`src/rtl/fetch_unit_pkg.sv`:
```
// Shared core definitions: fetch sequencer states, reset PC and the canonical NOP,
// also used by decode and pipeline-bubble logic.
package fetch_unit_pkg;

  typedef enum logic [1:0] {
    BOOT,
    REQ,
    WAIT,
    HOLD
  } fetch_state_t;

  localparam logic [31:0] RESET_PC_DEFAULT = 32'h0000_0000;
  localparam logic [31:0] NOP_INST         = 32'h0000_0013; // addi x0,x0,0

  function automatic logic [31:0] word_addr(input logic [31:0] a);
    return a & 32'hFFFF_FFFC;
  endfunction

  function automatic logic is_aligned(input logic [1:0] lsb);
    return lsb == 2'b00;
  endfunction

endpackage

```
`src/rtl/fetch_unit.sv`:
```
// PC register and single-outstanding instruction-fetch sequencer between the
// next-PC mux and decode. All outputs are registered.
module fetch_unit #(
  parameter logic [31:0] RESET_PC = fetch_unit_pkg::RESET_PC_DEFAULT,
  parameter logic [31:0] NOP_INST = fetch_unit_pkg::NOP_INST
) (
  input  logic        clk,
  input  logic        rst_n,
  input  logic [31:0] pc_next,
  output logic        imem_req_valid,
  input  logic        imem_req_ready,
  output logic [31:0] imem_addr,
  input  logic        imem_rsp_valid,
  input  logic [31:0] imem_rsp_data,
  output logic [31:0] pc,
  output logic [31:0] inst,
  output logic        inst_valid,
  input  logic        inst_ready,
  output logic        inst_misaligned
);

  import fetch_unit_pkg::*;

  fetch_state_t state;

  // The request is set up on the edge that enters REQ, so a misaligned PC
  // never raises imem_req_valid; REQ then substitutes the NOP and goes to HOLD.
  always_ff @(posedge clk or negedge rst_n) begin
    if (!rst_n) begin
      state           <= BOOT;
      pc              <= RESET_PC;
      inst            <= NOP_INST;
      inst_valid      <= 1'b0;
      inst_misaligned <= 1'b0;
      imem_req_valid  <= 1'b0;
      imem_addr       <= '0;
    end else begin
      unique case (state)
        BOOT: begin
          imem_req_valid <= is_aligned(pc[1:0]);
          imem_addr      <= word_addr(pc);
          state          <= REQ;
        end
        REQ: begin
          if (!is_aligned(pc[1:0])) begin
            inst            <= NOP_INST;
            inst_misaligned <= 1'b1;
            inst_valid      <= 1'b1;
            state           <= HOLD;
          end else if (imem_req_ready) begin
            imem_req_valid <= 1'b0;
            state          <= WAIT;
          end
        end
        WAIT: begin
          if (imem_rsp_valid) begin
            inst            <= imem_rsp_data;
            inst_misaligned <= 1'b0;
            inst_valid      <= 1'b1;
            state           <= HOLD;
          end
        end
        HOLD: begin
          if (inst_ready) begin
            pc             <= pc_next;
            inst_valid     <= 1'b0;
            imem_req_valid <= is_aligned(pc_next[1:0]);
            imem_addr      <= word_addr(pc_next);
            state          <= REQ;
          end
        end
        default: state <= BOOT;
      endcase
    end
  end

endmodule

```
`config.mk`:
```
export PLATFORM = sky130hd
export DESIGN_NAME = fetch_unit
export DESIGN_NICKNAME = d
export VERILOG_FILES = /design/src/rtl/fetch_unit_pkg.sv /design/src/rtl/fetch_unit.sv
export SDC_FILE = /design/constraint.sdc
export NUM_CORES = 1
export LEC_CHECK = 0
export ABC_AREA = 0
export CAP_MARGIN = 5
export CORE_ASPECT_RATIO = 1.25
export CORE_MARGIN = 10
export CORE_UTILIZATION = 40
export DETAILED_ROUTE_END_ITERATION = 16
export PLACE_DENSITY = 0.74
export SLEW_MARGIN = 5
export SYNTH_ARGS = -nofsm -noshare
export SYNTH_HDL_FRONTEND = slang
export SYNTH_SLANG_ARGS = --single-unit
export TNS_END_PERCENT = 100
```
`constraint.sdc`:
```
create_clock -name clk -period 3.95 [get_ports clk]
set_input_delay 0.395 -clock clk [delete_from_list [all_inputs] [get_ports clk]]
set_output_delay 0.395 -clock clk [all_outputs]
set_load 0.1 [all_outputs]
```
==> results of run 1 <==
==> state kept, by name (all words and copies together) (netlist names) <==
| signal | cells |
|---|---|
| pc | 32 |
| imem_addr | 30 |
| imem_req_valid | 1 |
| inst_misaligned | 1 |
| state | 2 |
| inst | 32 |
| inst_valid | 1 |
==> cells in the final DEF (no fill, tap or decap), drive strengths merged, types with 2 or more instances in the layout <==
master         netlist  layout
nand2b               2       2
nand4               29      29
or2                  2       2
nand4b               4       4
o21ai               31      31
mux2                33      33
a21oi               61      61
mux2i               31      31
conb                 1       2
dfstp                3       3
a41oi                2       2
o21a                 3       3
clkinvlp             0       4
ha                   4       4
dfrtp               96      96
inv                 34      35
nand2                2       2
buf                 18       9
clkdlybuf4s50        0     164
clkbuf              17       9
==> final cells by class <==
cell class / count / area, sq um / share of cell area, %
clock buffers: 9 / 225 / 3.53
multi-input cells: 219 / 1590 / 25.0
clock inverters: 7 / 77.6 / 1.22
well taps: 132 / 165 / 2.59
repair buffers: 173 / 1710 / 26.8
inverters: 34 / 128 / 2.00
flip-flops and latches: 99 / 2480 / 38.9
==> worst max-delay path by stage <==
stage | startpoint | to | slack, ns | cells past startpoint
final | state[1] | inst[19] | 1.34 | 5
after CTS | state[1] | inst[18] | 1.37 | 5
after detailed placement | state[1] | inst[22] | 1.36 | 5
after global placement | state[1] | inst[18] | 1.48 | 5
after global routing | state[1] | inst[19] | 1.16 | 5
after floorplan | pc[1] | inst[4] | 2.01 | 5
==> per-stage QoR <==
step	cell area [sq um]	std cells	utilization (%)	hold WS [ns]	setup slack (ns)
final	6380	673	60.1	0.195	1.34
after global routing	6380	673	60.1	0.265	1.16
after CTS	6380	673	60.1	0.239	1.37
after detailed placement	6070	657	57.2	0.508	1.36
after global placement	6070	657	57.2	0.507	1.48
after floorplan	4370	387	-	0.0994	2.01
==> kinds of logic (layout without fill, tap and decap cells) <==
group | after synthesis | count (layout) | share of synthesized area, %
muxes | 64 | 64 | 15.6
and+or+nand+nor | 47 | 47 | 7.08
other | 1 | 2 | 0.0859
buffers and inverters | 69 | 223 | 6.90
adders and majority gates | 4 | 4 | 1.15
DFF | 99 | 99 | 56.8
AOI/OAI and AO/OA | 102 | 102 | 12.4
==> worst max-delay path, delay by kind of cell, from the launching register on <==
family / cells / cell delay [ns]
simple gates: 2 / 1.58
fa+ha+maj: 1 / 0.26
flops: 1 / 0.42
buf+inv: 1 / 0.08
compound gates: 1 / 0.14
==> per-layer routing <==
metal | up-vias | GRT usage, %
li1 | 1670 | -
met1 | 1738 | 18.9
met2 | 137 | 25.9
met3 | 12 | 8.06
met4 | 0 | 5.16
met5 | - | 0
==> impl_metrics.toml, run 1 <==
[detailed_routing]
routed-wl-met2_microns = 6110
met1_length_microns = 5290
route.met3.wl_microns = 1380
drcViolationCount = 0
drtAntennaViolNets = 0
drtPass1Iterations = 4
drt-initial-drc-count = 109
vias = 3557
topRoutingLayerUsed = "met4"
drt_wl_total_microns = 13000
vias_per_cell = 5.29
drt-wirelength-per-cell_microns = 19.2

[logic_synthesis]
synthMostInstantiatedCell = "dfrtp_1"
syn_avg_cell_area_sq_um = 11.3
synth_seq_area_share_pct = 56.8
synth_area_leader_cell = "dfrtp_1"
synth_area_leaders = "dfrtp_1 (55%), mux2_2 (8.5%), mux2i_1 (7.1%)"
synthFlopType = "dfrtp_1"
synthArstFlopShare_pct = 100
synth_top_area_share_pct = 55.0
ys_types = 35
syn_area_sq_um = 4370
ys_ff_latch = 99
synthCells = 386
synth_warnings = 0
synth_common_cells = "dfrtp_1 (96), a21oi_1 (61), inv_1 (34)"
synth_edf_count = 0

[worst_setup_path]
cp.required_ns = 4.16
rr_endpoint = "inst[19]"
crit_path_cell_trace = "inv_1, ha_1, or3b_1, and3_4, o21ai_0"
crit_path_end_kind = "register"
critPathKind = "register to register"
critPathArrivalTime_ns = 2.83
cp-start-kind = "register"
critPathMaxFanout = 37
reg2reg_from = "state[1]"
r2r.worst_path.cells = 5
crit_slowest_cell = "or3b_1"
slowest_delay_ns = 0.99
ff2ff_setup_slack_ns = 1.34

[clocking]
cts_hold_buf = 0
cts_buffers = 9
ctsResizeCount = 0
root_buffer = "clkbuf_16"
cts_buffer_depth = 2
post_cts_buffers = 0
cts_max_level = 3
cts_sinks = 99
cts_tree = "yes"
clk_pin_slew_ns = 0.07
worstSkewPairLatency_ns = 0.34

[sta]
final-hold-violation-count = 0
worst_pin_slew_ns = 1.19
fin_crit_sh_pct = 66.2
fin_skew_ns = 0.00603
finalSetupTns_ns = 0
rsz0062_at_grt = "false"
final_max_slew_viol_count = 0
setup_violations = 0
finalCriticalPeriod_ns = 2.61
relSlewSlack_pct = 21.0
clock.fmax_mhz = 383

[floorplanning]
fp.dieW_microns = 113
core_sq_um = 10600
initial_utilization_pct = 41.1
pin_count = 168
num_rows = 42
chipHeight_microns = 137
die-area_sq_um = 15500

[grt]
overflow = 0
grt_max_degree = 75
grt_pass1_vias = 3819
grt_antenna_before_repair = 0
grt_usage_pct = 16.3
grt_pass1_wl_microns = 20600

[job]
max_cap_violations = 0

[worst_hold_path]
hold_path.class = "primary input to asynchronous set/reset pin"

[final_layout]
nets = 609
nFillCells = 858
diodes = 0
drive_above_1_share_pct = 12.0
area_delta_synth_final_pct = 46.0

[place]
gp_congestion = 0.764
io_buffers = 165
hpwl_microns = 9100

[run_status]
status = "completed"
Power of run 1 is not shown: default switching activity piles up to over one toggle a cycle in this logic, so the estimate is an artifact.
==> run 2, diff against run 1 <==
--- a/config.mk
+++ b/config.mk
@@ -11,7 +11,7 @@
 export CORE_MARGIN = 10
 export CORE_UTILIZATION = 40
 export DETAILED_ROUTE_END_ITERATION = 16
-export PLACE_DENSITY = 0.74
+export PLACE_DENSITY = 0.77
 export SLEW_MARGIN = 5
 export SYNTH_ARGS = -nofsm -noshare
 export SYNTH_HDL_FRONTEND = slang
==> constraint.sdc (replaced) <==
create_clock -name clk -period 2.4 [get_ports clk]
set_input_delay 0.24 -clock clk [delete_from_list [all_inputs] [get_ports clk]]
set_output_delay 0.24 -clock clk [all_outputs]
set_load 0.1 [all_outputs]
==> impl_metrics.toml, run 2 (same netlist as run 1, synthesis figures left out) <==
[sta]
fin_skew_ns = 0.00928
fin_crit_sh_pct = 77.9
finalCriticalPeriod_ns = 1.87
setup_violations = 0
clock.fmax_mhz = 535
finalSetupTns_ns = 0
final_max_slew_viol_count = 0
final-hold-violation-count = 0
worst_pin_slew_ns = 0.612
timing.final.ws_setup_ns = 0.531
relSlewSlack_pct = 59.2
hold_ws_ns = 0.462
rsz0062_at_grt = "false"

[worst_setup_path]
cp_num_buf_inv = 1
r2r.worst_path.cells = 5
cp-start-kind = "register"
crit_path_end_kind = "register"
critPathMaxFanout = 32
rr_endpoint = "inst[25]"
crit_slowest_cell = "or3b_1"
cp.required_ns = 2.65
reg2reg_from = "state[1]"
ff2ff_setup_slack_ns = 0.53
crit_path_cell_trace = "inv_1, ha_1, or3b_1, and3_4, o21ai_0"
critPathArrivalTime_ns = 2.12
worst_path_dominant_cell_family = "simple AND/OR/NAND/NOR gates"
slowest_delay_ns = 0.48
critPathKind = "register to register"

[grt]
grt_pass1_vias = 4012
grt_usage_pct = 16.5
grt_pass1_wl_microns = 20700
grt_antenna_before_repair = 0
grt_max_degree = 55
overflow = 0

[final_layout]
area_delta_synth_final_pct = 42.7
regArea_sq_um = 2480
layout_common_cells = "buf_4 (109), dfrtp_1 (96), clkdlybuf4s50_1 (67), a21oi_1 (61), inv_1 (34)"
diodes = 0
nets = 615
layout_commonest_cell = "buf_4"
nFillCells = 924
fin_util_pct = 58.7
multi_input_area_sq_um = 1590
drive_above_1_share_pct = 30.5
top_regs = "inst (32), pc (32), imem_addr (30)"

[detailed_routing]
vias = 3571
drt_wl_total_microns = 13000
drt-wirelength-per-cell_microns = 19.1
drcViolationCount = 0
vias_per_cell = 5.26
drtPass1Iterations = 4
drtAntennaViolNets = 0
drt-initial-drc-count = 161

[floorplanning]
fp.dieW_microns = 113
chipHeight_microns = 137
die-area_sq_um = 15500
core_sq_um = 10600
initial_utilization_pct = 41.1
pin_count = 168
num_rows = 42

[place]
io_buffers = 165
place_ws_ns = 0.518
gp_congestion = 0.801
hpwl_microns = 9500

[clocking]
cts_buffers = 9
cts_sinks = 99
cts_buffer_depth = 2
cts_max_level = 3
cts_hold_buf = 1
ctsResizeCount = 0
cts_tree = "yes"
clk_pin_slew_ns = 0.07
root_buffer = "clkbuf_16"
worstSkewPairLatency_ns = 0.34
post_cts_buffers = 0

[worst_hold_path]
hold_path.class = "primary input to asynchronous set/reset pin"

[job]
max_cap_violations = 0

[run_status]
status = "completed"
-- run 2: worst max path at each step --
stage               startpoint       end  slack [ns]  cells after the start
finish                state[1]  inst[25]        0.53                      5
global route          state[1]  inst[25]        0.38                      5
CTS                   state[1]  inst[25]        0.51                      5
detailed placement    state[1]  inst[25]        0.52                      5
global placement      state[1]   inst[0]        0.64                      5
floorplan                pc[1]   inst[4]        0.46                      5
-- run 2: stage by stage --
stage,area (sq um),std cells
final,6230,679
after global routing,6230,679
after CTS,6230,679
after detailed placement,5890,662
after global placement,5890,662
after floorplan,4370,387
-- run 2: area by class of cell --
cell class | instances | area share [%]
flip-flops and latches | 99 | 39.8
clock inverters | 6 | 1.41
multi-input cells | 219 | 25.5
inverters | 34 | 2.05
clock buffers | 10 | 3.84
well taps | 132 | 2.65
repair buffers | 179 | 24.7
-- run 2: metal layers --
layer	global-route usage (%)	vias to the layer above	routed length [microns]
met4	5.44	0	206
li1	-	1667	-
met1	18.2	1758	5020
met3	8.15	10	1380
met2	27.1	136	6360
met5	0	-	0
Power of run 2 is left out for the same reason.
==> run 3, diff against run 2 <==
--- a/config.mk
+++ b/config.mk
@@ -11,7 +11,7 @@
 export CORE_MARGIN = 10
 export CORE_UTILIZATION = 40
 export DETAILED_ROUTE_END_ITERATION = 16
-export PLACE_DENSITY = 0.77
+export PLACE_DENSITY = 0.74
 export SLEW_MARGIN = 5
 export SYNTH_ARGS = -nofsm -noshare
 export SYNTH_HDL_FRONTEND = slang
==> constraint.sdc (replaced) <==
create_clock -name clk -period 1.9 [get_ports clk]
set_input_delay 0.19 -clock clk [delete_from_list [all_inputs] [get_ports clk]]
set_output_delay 0.19 -clock clk [all_outputs]
set_load 0.1 [all_outputs]
==> impl_metrics.toml, run 3 (same netlist as run 1, synthesis figures left out) <==
[run_status]
status = "completed"

[worst_setup_path]
critPathKind = "register to register"
r2r.worst_path.cells = 6
cp-start-kind = "register"
cp.required_ns = 2.10
critPathMaxFanout = 17
worst_path_dominant_cell_family = "flip-flops"
cp_common_cell = "a41oi_1"
critPathArrivalTime_ns = 1.89
crit_path_cell_trace = "inv_1, ha_1, or3b_1, buf_4, a41oi_1, a41oi_1"
cp_num_buf_inv = 2
slowest_delay_ns = 0.42
crit_path_end_kind = "register"
crit_slowest_cell = "dfrtp_1"
crit_cells = 6

[sta]
setup_violations = 0
rsz0062_at_grt = "false"
final_max_slew_viol_count = 0
finalCriticalPeriod_ns = 1.69
final-hold-violation-count = 0
fin_skew_ns = 0.00949
finalSetupTns_ns = 0
clock.fmax_mhz = 593
fin_crit_sh_pct = 88.8

[place]
gp_congestion = 0.791
hpwl_microns = 9250
io_buffers = 165

[final_layout]
top_regs = "inst (32), pc (32), imem_addr (30)"
nFillCells = 919
layout_commonest_cell = "buf_4"
layout_common_cells = "buf_4 (111), dfrtp_1 (94), clkdlybuf4s50_1 (67), a21oi_1 (61), inv_1 (34)"
nets = 619
drive_above_1_share_pct = 31.2
area_delta_synth_final_pct = 43.4
fin_util_pct = 59.0
diodes = 0

[grt]
grt_antenna_before_repair = 0
grt_usage_pct = 15.9
grt_pass1_vias = 4007
overflow = 0
grt_pass1_wl_microns = 20300
grt_max_degree = 39

[detailed_routing]
drt-wirelength-per-cell_microns = 18.2
vias_per_cell = 5.24
drcViolationCount = 0
drtPass1Iterations = 4
drt_wl_total_microns = 12400
drtAntennaViolNets = 0
vias = 3578
drt-initial-drc-count = 103

[floorplanning]
die-area_sq_um = 15500
initial_utilization_pct = 41.1
num_rows = 42
fp.dieW_microns = 113
pin_count = 168
core_sq_um = 10600
chipHeight_microns = 137

[clocking]
cts_sinks = 99
cts_buffers = 9
cts_max_level = 3
root_buffer = "clkbuf_16"
clk_pin_slew_ns = 0.07
post_cts_buffers = 0
cts_tree = "yes"
worstSkewPairLatency_ns = 0.34
cts_buffer_depth = 2

[worst_hold_path]
hold_path.class = "primary input to asynchronous set/reset pin"

[job]
max_cap_violations = 0
[run 3: cell count changes in the layout (fill, tap and decap cells not counted), sizes merged]
| cell | before | now |
|---|---|---|
| buf | 111 | 115 |
| clkinv | 3 | 1 |
| clkinvlp | 0 | 2 |
| bufinv | 2 | 1 |
| inv | 35 | 36 |
[run 3: path summary, 6_finish.rpt]
check / start / endpoint / slack, ns
hold / removal: rst_n / imem_addr[24] / 0.33
setup / recovery: state[1] / inst_valid / 0.21
setup reg to reg: state[1] / inst_valid / 0.21
min in group clk: imem_rsp_data[30] / inst[30] / 0.43
hold reg to reg: inst_misaligned / inst_misaligned / 0.52
max in group asynchronous: rst_n / inst[4] / 0.92
[run 3: layout make-up]
cell class              instances  area (sq um)  share of cell area (%)
inverters                      34           128                    2.04
multi-input cells             219          1590                    25.4
flip-flops and latches         99          2480                    39.7
clock buffers                  10           229                    3.66
well taps                     132           165                    2.64
repair buffers                183          1590                    25.5
clock inverters                 6          71.3                    1.14
[run 3: repair_timing]
action / 4_1_cts / 5_1_grt
hold buffers: 1 / 0
endpoints found under the setup margin: 0 / 0
endpoints found under the hold margin: 30 / 0
resized for setup: 0 / 0
[run 3: worst reg2reg max path, cell delays in order (launching register included)]
cell and delay, ns:
dfrtp_1 0.42, inv_1 0.09, ha_1 0.16, or3b_1 0.41, buf_4 0.22, a41oi_1 0.19, a41oi_1 0.06
[run 3: metal layers]
layer	GRT usage, %	part of all wire (%)
met1	17.8	41
met2	26.2	47
met3	6.96	9.8
met4	6.07	2.1
met5	0	0
[run 3: metrics by stage]
| step | cells | cell area, sq um | hold slack, ns | setup WS, ns |
|---|---|---|---|---|
| finish | 683 | 6260 | 0.334 | 0.213 |
| global route | 683 | 6260 | 0.395 | 0.104 |
| CTS | 683 | 6260 | 0.338 | 0.217 |
| detailed placement | 666 | 5950 | 0.166 | 0.221 |
| global placement | 666 | 5950 | 0.161 | 0.282 |
| floorplan | 387 | 4370 | -0.106 | 0.176 |
Power of run 3 is left out for the same reason.
